[config.mk]
export PLATFORM = sky130hd
export DESIGN_NAME = keypad_bcd_encoder
export DESIGN_NICKNAME = d
export VERILOG_FILES = /design/src/rtl/keypad_bcd_encoder.sv
export SDC_FILE = /design/constraint.sdc
export NUM_CORES = 1
export LEC_CHECK = 0
export BUFFER_PORTS_ARGS = -buffer_cell sky130_fd_sc_hd__clkbuf_2
export CORE_MARGIN = 5
export CORE_UTILIZATION = 45
export CTS_CLUSTER_SIZE = 8
export DETAILED_ROUTE_END_ITERATION = 12
export PLACE_DENSITY = 0.71
export SYNTH_ARGS = -nofsm -noshare
export SYNTH_HDL_FRONTEND = slang
export SYNTH_SLANG_ARGS = --single-unit
[constraint.sdc]
create_clock -name clk -period 2.5 [get_ports clk]
set_input_delay 0.25 -clock clk [delete_from_list [all_inputs] [get_ports clk]]
set_output_delay 0.25 -clock clk [all_outputs]
set_load 0.02 [all_outputs]
[src/rtl/keypad_bcd_encoder.sv]
// Decimal keypad front end: two-flop synchronizer, debounce FSM with multi-key rejection,
// registered BCD code, one-cycle accept/error strobes and a held flag.
module keypad_bcd_encoder #(
    parameter int unsigned DEBOUNCE_CYCLES = 250000,
    parameter int unsigned CNT_W           = 18
) (
    input  logic clk,
    input  logic rst_n,
    input  logic key0,
    input  logic key1,
    input  logic key2,
    input  logic key3,
    input  logic key4,
    input  logic key5,
    input  logic key6,
    input  logic key7,
    input  logic key8,
    input  logic key9,
    output logic q0,
    output logic q1,
    output logic q2,
    output logic q3,
    output logic key_valid,
    output logic key_held,
    output logic key_err
);

    localparam logic [CNT_W-1:0] CntLast = CNT_W'(DEBOUNCE_CYCLES - 1);

    typedef enum logic [1:0] {
        StIdle,
        StDebounce,
        StHeld,
        StRelease
    } state_e;

    state_e           r_state;
    logic [9:0]       r_sync1;
    logic [9:0]       r_s;
    logic [9:0]       r_pat;
    logic [CNT_W-1:0] r_cnt;
    logic [3:0]       r_q;
    logic             r_key_valid;
    logic             r_key_held;
    logic             r_key_err;

    logic [9:0] w_keys;
    logic       w_nonzero;
    logic       w_onehot;
    logic       w_multi;
    logic [3:0] w_code;

    assign w_keys = {key9, key8, key7, key6, key5, key4, key3, key2, key1, key0};

    always_ff @(posedge clk or negedge rst_n) begin
        if (!rst_n) begin
            r_sync1 <= '0;
            r_s     <= '0;
        end else begin
            r_sync1 <= w_keys;
            r_s     <= r_sync1;
        end
    end

    // Clearing the lowest set bit leaves zero only for a single-bit vector.
    always_comb begin
        w_nonzero = |r_s;
        w_onehot  = w_nonzero && ((r_s & (r_s - 10'd1)) == 10'd0);
        w_multi   = w_nonzero && !w_onehot;
    end

    always_comb begin
        w_code = 4'd0;
        for (int i = 0; i < 10; i++) begin
            if (r_pat[i]) begin
                w_code = 4'(i);
            end
        end
    end

    always_ff @(posedge clk or negedge rst_n) begin
        if (!rst_n) begin
            r_state     <= StIdle;
            r_pat       <= '0;
            r_cnt       <= '0;
            r_q         <= 4'd0;
            r_key_valid <= 1'b0;
            r_key_held  <= 1'b0;
            r_key_err   <= 1'b0;
        end else begin
            r_key_valid <= 1'b0;
            r_key_err   <= 1'b0;
            unique case (r_state)
                StIdle: begin
                    if (w_onehot) begin
                        r_pat   <= r_s;
                        r_cnt   <= '0;
                        r_state <= StDebounce;
                    end else if (w_multi) begin
                        r_key_err <= 1'b1;
                        r_cnt     <= '0;
                        r_state   <= StRelease;
                    end
                end
                StDebounce: begin
                    if (r_s == r_pat) begin
                        if (r_cnt == CntLast) begin
                            r_q         <= w_code;
                            r_key_valid <= 1'b1;
                            r_key_held  <= 1'b1;
                            r_state     <= StHeld;
                        end else begin
                            r_cnt <= r_cnt + CNT_W'(1);
                        end
                    end else if (!w_nonzero) begin
                        r_state <= StIdle;
                    end else if (w_onehot) begin
                        r_pat <= r_s;
                        r_cnt <= '0;
                    end else begin
                        r_key_err <= 1'b1;
                        r_cnt     <= '0;
                        r_state   <= StRelease;
                    end
                end
                StHeld: begin
                    // Extra keys while held are deliberately ignored; only a full release matters.
                    if (!w_nonzero) begin
                        r_key_held <= 1'b0;
                        r_cnt      <= '0;
                        r_state    <= StRelease;
                    end
                end
                StRelease: begin
                    if (w_nonzero) begin
                        r_cnt <= '0;
                    end else if (r_cnt == CntLast) begin
                        r_state <= StIdle;
                    end else begin
                        r_cnt <= r_cnt + CNT_W'(1);
                    end
                end
                default: r_state <= StIdle;
            endcase
        end
    end

    assign q0        = r_q[0];
    assign q1        = r_q[1];
    assign q2        = r_q[2];
    assign q3        = r_q[3];
    assign key_valid = r_key_valid;
    assign key_held  = r_key_held;
    assign key_err   = r_key_err;

endmodule

After elaboration in Yosys (flattened, before gate mapping). Cells that the tools add are included.

Register bits after elaboration: 57. Input bits: 12. Output and inout bits: 7.

Add/sub/neg operators: 2. Equal/unequal tests: 16. Mux-type cells: 44. Bitwise logic cells: 1. Reductions and logical operators: 13.

Operators by type and width (count): 18-bit 2-to-1 mux (7); 18-bit case mux with 4 select lines (1); 10-bit 2-to-1 mux (3); 4-bit 2-to-1 mux (6); 2-bit 2-to-1 mux (11); 10-bit case mux with 2 select lines (1); 18-bit by 1-bit adder with 18-bit output, second input constant (1); 18-bit == test, second input constant (1); 2-bit inequality test, second input constant (7); 1-bit 2-to-1 mux (12); 10-bit AND (1); 10-bit == test (1); 10-bit logical NOT (1); 10-bit OR reduction (1); 10-bit by 1-bit subtractor with 10-bit output, second input constant (1); 3-bit inequality test, second input constant (3); 3-bit AND reduction (3); 2-bit case mux with 4 select lines (1); 6-bit AND reduction (1); 2-bit == test, second input constant (2); 4-bit inequality test, second input constant (1); 1-bit case mux with 2 select lines (2); 4-bit AND reduction (1); 2-bit nonzero test (2); other kinds (4) (5).

Longest topological paths before layout. Gate-level depths: netlist of the first run.

Word-level depth: 9. Gate-level depth with buffers: 7. Depth with buffers taken out: 7.

Worst setup path after synthesis of the first run. No wires, ideal clock.

Path type: reg2reg. Start: reg r_cnt[0]. End: reg r_q[1]. Library setup time: 0.125 ns. Data arrival time: 2.113 ns. Data required time: 2.375 ns. Slack: 0.262 ns. Stages on the path, launching flop included: 7. Buffers on the path: 0. Period minus slack after synthesis: 2.238 ns. Cells stage by stage: dfrtp_1 > ha_1 > nand3_1 > or3_1 > or2_2 > nor3_4 > mux2_2.

Word-level cells in the longest chain between the ends: 2.

RTL lines: start: declaration (RTL line 41) `logic [CNT_W-1:0] r_cnt;`; start signal: assignment (RTL line 113) `r_cnt <= r_cnt + CNT_W'(1);`; start signal: assignment (RTL line 140) `r_cnt <= r_cnt + CNT_W'(1);`; 18-bit == test (RTL line 107) `if (r_cnt == CntLast) begin`; 3-bit AND reduction (no source line); end signal: assignment (RTL line 108) `r_q <= w_code;`; end: declaration (RTL line 42) `logic [3:0] r_q;`.

No other way between the ends. A chain may end at the register's enable or synchronous reset.

Worst setup path after layout of the first run.
Start: reg r_s[6]. End: reg r_cnt[11].

Word-level cells in the longest chain between the ends: 8. Elaborated cells on any way between the ends: 16. Those cells by class: add/sub: 1; eq/ne: 4; mux: 4; bitwise: 1; reduce/logical: 6.

RTL lines: start: declaration (RTL line 39) `logic [9:0] r_s;`; start signal: assignment (RTL line 61) `r_s <= r_sync1;`; 10-bit by 1-bit subtractor with 10-bit output (RTL line 68) `w_onehot = w_nonzero && ((r_s & (r_s - 10'd1)) == 10'd0);`; 10-bit AND (RTL line 68); 10-bit logical NOT (RTL line 68); 1-bit logical AND (RTL line 68); 1-bit logical NOT (RTL line 69) `w_multi = w_nonzero && !w_onehot;`; 1-bit logical AND (RTL line 69); 3-bit inequality test (no source line); 3-bit AND reduction (no source line).

Parallel ways exist; a longest one is shown, timed or not.

==> results of run 1 <==
what timing repair did:
action | 4_1_cts | 5_1_grt
hold buffers | 8 | 0
endpoints found under the hold margin | 8 | 0
buffers inserted | 0 | 0
cells by family (layout without fill, tap and decap cells):
group	count (synthesis)	after routing	synth area share
AND/OR/NAND/NOR	76	76	0.159
AO/OA/AOI/OAI	62	62	0.159
flip-flops	57	57	0.534
XOR/XNOR	17	17	0.0557
multiplexers	15	15	0.0628
buffers and inverters	11	61	0.0169
adder cells (fa/ha/maj)	3	3	0.0122
stage by stage:
step	utilization	power, W	area, µm²	std cells
3_3_place_gp	0.500	0.00103	2930	342
4_1_cts	0.550	0.00194	3220	366
3_5_place_dp	0.500	0.00103	2930	342
5_1_grt	0.550	0.00199	3220	366
2_1_floorplan	-	0.000994	2670	241
6_report	0.550	0.00191	3220	366
cell usage in the layout, fill, tap and decap left out, drive strengths merged, types with 4 or more instances in the layout:
master and count:
dfrtp 57, clkbuf 28, a21oi 22, nor2 21
mux2 14, nand2 12, buf 12, xor2 11
inv 9, or3 8, dlygate4sd3 8, nand3 7
nor3 7, xnor2 6, o21ai 5, a31oi 5
nand4 4, nor4 4
final timing paths:
| path | startpoint | end | slack (ns) | cells past startpoint |
|---|---|---|---|---|
| hold reg to reg | r_sync1[5]$_DFF_PN0_ | r_s[5]$_DFF_PN0_ | 0.35 | 0 |
| max in group asynchronous | rst_n | r_cnt[5]$_DFFE_PN0P_ | 2.02 | 2 |
| hold / removal | key3 | r_sync1[3]$_DFF_PN0_ | 0.02 | 1 |
| setup reg to reg | r_s[6]$_DFF_PN0_ | r_cnt[11]$_DFFE_PN0P_ | 0.11 | 7 |
| min in group asynchronous | rst_n | r_pat[6]$_DFFE_PN0P_ | 0.03 | 2 |
| setup / recovery | r_s[6]$_DFF_PN0_ | r_cnt[11]$_DFFE_PN0P_ | 0.11 | 7 |
state kept, by name, indices dropped and copies added (netlist names):
register and cells:
r_cnt 18, r_pat 10, r_s 10, r_sync1 10, r_q 4, r_state 2, key_err 1, key_held 1
key_valid 1
power by group:
part	internal, W	switching, W	total [W]
Clock	0.000498	0.000393	0.000891
Combinational	0.0000293	0.0000363	0.0000657
Sequential	0.000940	0.0000184	0.000958
Total	0.00147	0.000447	0.00191
metal layers:
layer | vias to the layer above | global-route usage | share of wire | wire length [µm]
li1 | 983 | - | - | -
met1 | 975 | 0.224 | 0.45 | 2550
met2 | 54 | 0.262 | 0.48 | 2730
met3 | 11 | 0.0341 | 0.049 | 280
met4 | 0 | 0.101 | 0.024 | 136
met5 | - | 0 | 0 | 0
worst max-delay path, delay by kind of cell (launching register included):
| family | cells | cell delay (ns) |
|---|---|---|
| AOI/OAI and AO/OA | 2 | 0.75 |
| xor gates and xnor gates | 2 | 0.38 |
| buffers and inverters | 1 | 0.21 |
| DFF | 1 | 0.46 |
| and+or+nand+nor | 2 | 0.45 |
area by class of cell:
cell class                 count  area (µm²)
sequential                    57        1430
fill                         500        2630
clock buffer                  10         138
timing repair buffer          38         260
tap                           75        93.8
inverter                       7        26.3
clock inverter                 6        73.8
multi-input combinational    173        1200
==> flow_summary.ini, run 1 <==
[die]
ios = 19
die_w_um = 87.0
die_area_mm2 = 0.00758
start_util = 0.457
dieHeight_um = 87.0
row_count = 28
core_area_mm2 = 0.00585

[timing]
rsz0062_at_grt = false
tns_ns = 0
finalSetupViolCount = 0
worstMarginPinSlew_ns = 0.681
period_share = 0.955
min_period_ns = 2.39
drv_slew = 0
fmax_ghz = 0.419
timing.slew.headroom = 0.546
clock_skew_ns = 0.00789
hold-worst-slack_ns = 0.0184
fin_ws_ns = 0.113
hold_viol_final = 0

[synthesis]
synth_ff_type = dfrtp_1
synth_cell_types = 51
async_reset_ff_frac = 1.00
synthCells = 241
synthTopCellsByCount = 57 x dfrtp_1, 21 x a21oi_1, 21 x nor2_1, 14 x mux2_2, 12 x nand2_1
netlist_area_mm2 = 0.00267
yosysMostFrequentCell = dfrtp_1
syn-mean-instance-area_um2 = 11.1
synth_edf_count = 0
yosysTopAreaCellShare = 0.534
synth_warnings = 0
ys_seq_area_frac = 0.534
ys_ff_latch = 57
synth_fp_nets = 254
synth.area.top_cells = dfrtp_1 53%, mux2_2 5.9%, a21oi_1 3.9%, xor2_1 3.6%, nor2_1 3.0%
yosys.area.top_type = dfrtp_1

[clocking]
cts_resized = 0
clk_latency_ns = 0.35
htreeDepth = 3
clockRootBuffer = clkbuf_8
clkTransAtPathRegs_ns = 0.07
numClockSinks = 57
clock_path_buffers = 2
cts_made_buffers = 9
cts_tree = done

[global_route]
grt.overflow.total = 0
grt_pass1_vias = 2061
grt_usage = 0.171
grt_max_degree = 58
grt_pass1_wl_um = 9780
antenna_found_initial = 0

[setup_path]
crit_type = register to register
cpMaxStageDelayCell = a2111oi_0
crit_path_end_kind = register
startpoint_type = register
path_cells = xor2_1 -> nor4_2 -> a41oi_2 -> buf_4 -> a2111oi_0 -> xnor2_1 -> nor2_1
crit_fanout = 7
arrival_ns = 2.60
max_stage_delay_ns = 0.50
worstPathRequired_ns = 2.72

[power_and_ir_drop]
p_per_area_mw_per_mm2 = 595
leakage_nw = 1.43
ir_worst_vdd_mv = 0.425

[flow_run]
drv_cap = 0

[route]
drt_first_iter_violations = 158
wl_per_cell_um = 15.6
ant_nets = 0
viasPerCell = 5.53
drc = 0
num_vias = 2023
wl_um = 5700
first_pass_iters = 4

[place]
place.gp.congestion = 0.880
portBuffers = 18
hpwl_um = 3970
pre_cts_ws_ns = 0.121

[min_path]
min_path_type = primary input to register

[final_layout]
final_layout_size_suffix_gt1_frac = 0.247
syn2layout_area_growth_pct = 20.5
nets = 299
diodes = 0

[status]
status = finished, final reports clean
Power figures use the tool's default switching activity.
==> run 2, diff against run 1 <==
clock period = 2.25 ns   (was 2.5 ns; I/O delays follow)
==> run 2 against run 1 <==
Effect of this change:
- the run now ends with setup timing left
- routed wire length is 0.12% lower
- non-clock buffer count up 23
- first-iteration DRC count decreased by 16%
- register-to-register slack got worse by 0.14 ns
- clock power is 6.6% lower
- sequential cell count did not move
- core utilization grew 3.8 points
- maximum frequency grew 4.8%
- largest cell class unchanged
- largest power group unchanged
==> flow_summary.ini, run 2 (same netlist as run 1, synthesis figures left out) <==
[global_route]
grt_usage = 0.166
grtUsageMet3 = 0.0350
grt_use_met1 = 0.237
antenna_found_initial = 0
grt_busiest_layer = met2
grt_max_degree = 58
grt.overflow.total = 0
grtUsageMet2 = 0.241
grt_pass1_wl_um = 9670
grt_pass1_vias = 2035

[route]
viasPerCell = 5.42
drc = 0
first_pass_iters = 4
num_vias = 2109
drt_first_iter_violations = 133
ant_nets = 0
wl_um = 5690
wl_per_cell_um = 14.6

[power_and_ir_drop]
ir_worst_vdd_mv = 0.556
finalPower_w = 0.00198
switchingPower_w = 0.000494
leakage_nw = 1.53
power.internal_w = 0.00149
switching_share = 0.249
pwr-share-comb = 0.044
power_frac_clock = 0.420
p_per_area_mw_per_mm2 = 576
sequentialPowerShare = 0.536

[timing]
timing.slew.headroom = 0.532
fmax_ghz = 0.439
min_period_ns = 2.28
rsz0062_at_grt = true
worstMarginPinSlew_ns = 0.702
finalSetupViolCount = 3
hold-worst-slack_ns = 0.0237
period_share = 1.01
hold_viol_final = 0
drv_slew = 0
fin_ws_ns = -0.0271
clock_skew_ns = 0.00960

[setup_path]
path_depth = 7
r2r_end = r_cnt[13]$_DFFE_PN0P_
crit_type = register to register
arrival_ns = 2.54
cpMaxStageDelayCell = or4_1
path_cells = xor2_1 -> nor4_2 -> buf_4 -> a41oi_2 -> a21o_1 -> or4_1 -> a21oi_1
crit_fanout = 4
startpoint_type = register
regToRegSetupSlack_ns = -0.03
cpLargestDelayFamily = simple AND/OR/NAND/NOR gates
r2r_cells = 7
r2r_start = r_s[9]$_DFF_PN0_
worstPathRequired_ns = 2.51
max_stage_delay_ns = 0.50
crit_path_end_kind = register
startpoint = r_s[9]$_DFF_PN0_
crit_end = r_cnt[13]$_DFFE_PN0P_
critPathBufInv = 1

[clocking]
cts_tree = done
clockRootBuffer = clkbuf_8
cts_made_buffers = 9
htreeDepth = 3
numClockSinks = 57
clkTransAtPathRegs_ns = 0.07
clock_path_buffers = 2
clk_latency_ns = 0.34

[final_layout]
top_register = r_cnt
mostFrequentLayoutCells = 54 x dfrtp_1, 31 x buf_4, 20 x nor2_1, 20 x a21oi_1, 18 x clkbuf_2
layoutNonFillerInstCount = 389
register_area_mm2 = 0.00143
final_common_cell = dfrtp_1
diodes = 0
final_layout_size_suffix_gt1_frac = 0.338
syn2layout_area_growth_pct = 28.8
fillers = 464
nets = 322
multi_input_area_mm2 = 0.00127
largest_reg_flops = 18

[place]
dp_cells = 357
portBuffers = 18
place.gp.congestion = 0.830
hpwl_um = 3970

[status]
violations = setup timing
status = finished with violations

[die]
die_area_mm2 = 0.00758
start_util = 0.457
die_w_um = 87.0
row_count = 28
ios = 19
dieHeight_um = 87.0
core_area_mm2 = 0.00585

[flow_run]
drv_cap = 0

[min_path]
min_path_type = primary input to asynchronous set/reset pin
==> run 2: cell types whose count changed in the layout (fill, tap and decap cells not counted), sizes merged <==
cell / change
clkinvlp: +1
inv: -1
bufinv: -1
clkinv: +1
dlygate4sd3: +2
buf: +21
==> run 2: final cells by class <==
| class | instances | area share |
|---|---|---|
| clock buffers | 10 | 0.0371 |
| multi-input cells | 173 | 0.370 |
| well taps | 75 | 0.0273 |
| clock inverters | 6 | 0.0127 |
| inverters | 7 | 0.00764 |
| flip-flops and latches | 57 | 0.416 |
| repair buffers | 61 | 0.130 |
==> run 2: metrics by stage <==
step                setup slack (ns)  TNS (ns)  area, µm²  utilization
finish                       -0.0271   -0.0464       3440        0.588
detailed placement           -0.0174   -0.0491       3040        0.519
floorplan                     0.0121         0       2670            -
global placement             -0.0560    -0.139       3040        0.519
global route                  -0.103    -0.514       3440        0.588
CTS                           0.0114         0       3330        0.569
==> run 2: worst min path at each step <==
| stage | from | to | slack (ns) |
|---|---|---|---|
| finish | rst_n | r_s[8]$_DFF_PN0_ | 0.02 |
| global route | rst_n | r_sync1[9]$_DFF_PN0_ | 0.09 |
| CTS | rst_n | r_pat[3]$_DFFE_PN0P_ | 0.04 |
| detailed placement | key2 | r_sync1[2]$_DFF_PN0_ | 0.33 |
| global placement | key4 | r_sync1[4]$_DFF_PN0_ | 0.33 |
| floorplan | rst_n | key_err$_DFF_PN0_ | -0.07 |
==> run 2: metal layers <==
layer / vias to the layer above / share of wire
li1: 1028 / -
met1: 1031 / 0.49
met2: 38 / 0.45
met3: 12 / 0.036
met4: 0 / 0.023
met5: - / 0
==> run 2: power by group through the flow <==
stage	Sequential, W	Clock (W)	Combinational [W]
global placement	0.00108	0	0.0000687
floorplan	0.00108	0	0.0000282
global route	0.00107	0.000906	0.0000988
finish	0.00106	0.000832	0.0000868
CTS	0.00106	0.000849	0.0000853
detailed placement	0.00108	0	0.0000699
==> run 2: worst register-to-register path, stage by stage (launching register included) <==
cell and delay (ns):
dfrtp_1 0.43, xor2_1 0.19, nor4_2 0.30, buf_4 0.17, a41oi_2 0.21, a21o_1 0.25
or4_1 0.50, a21oi_1 0.15
==> run 2: repair_timing <==
item / 4_1_cts / 5_1_grt
gates resized for setup: 2 / 21
hold buffers: 10 / 0
gates cloned: 0 / 0
setup endpoints to repair: 6 / 28
hold endpoints to repair: 10 / 0
buffers inserted: 2 / 4
pin swaps: 1 / 4
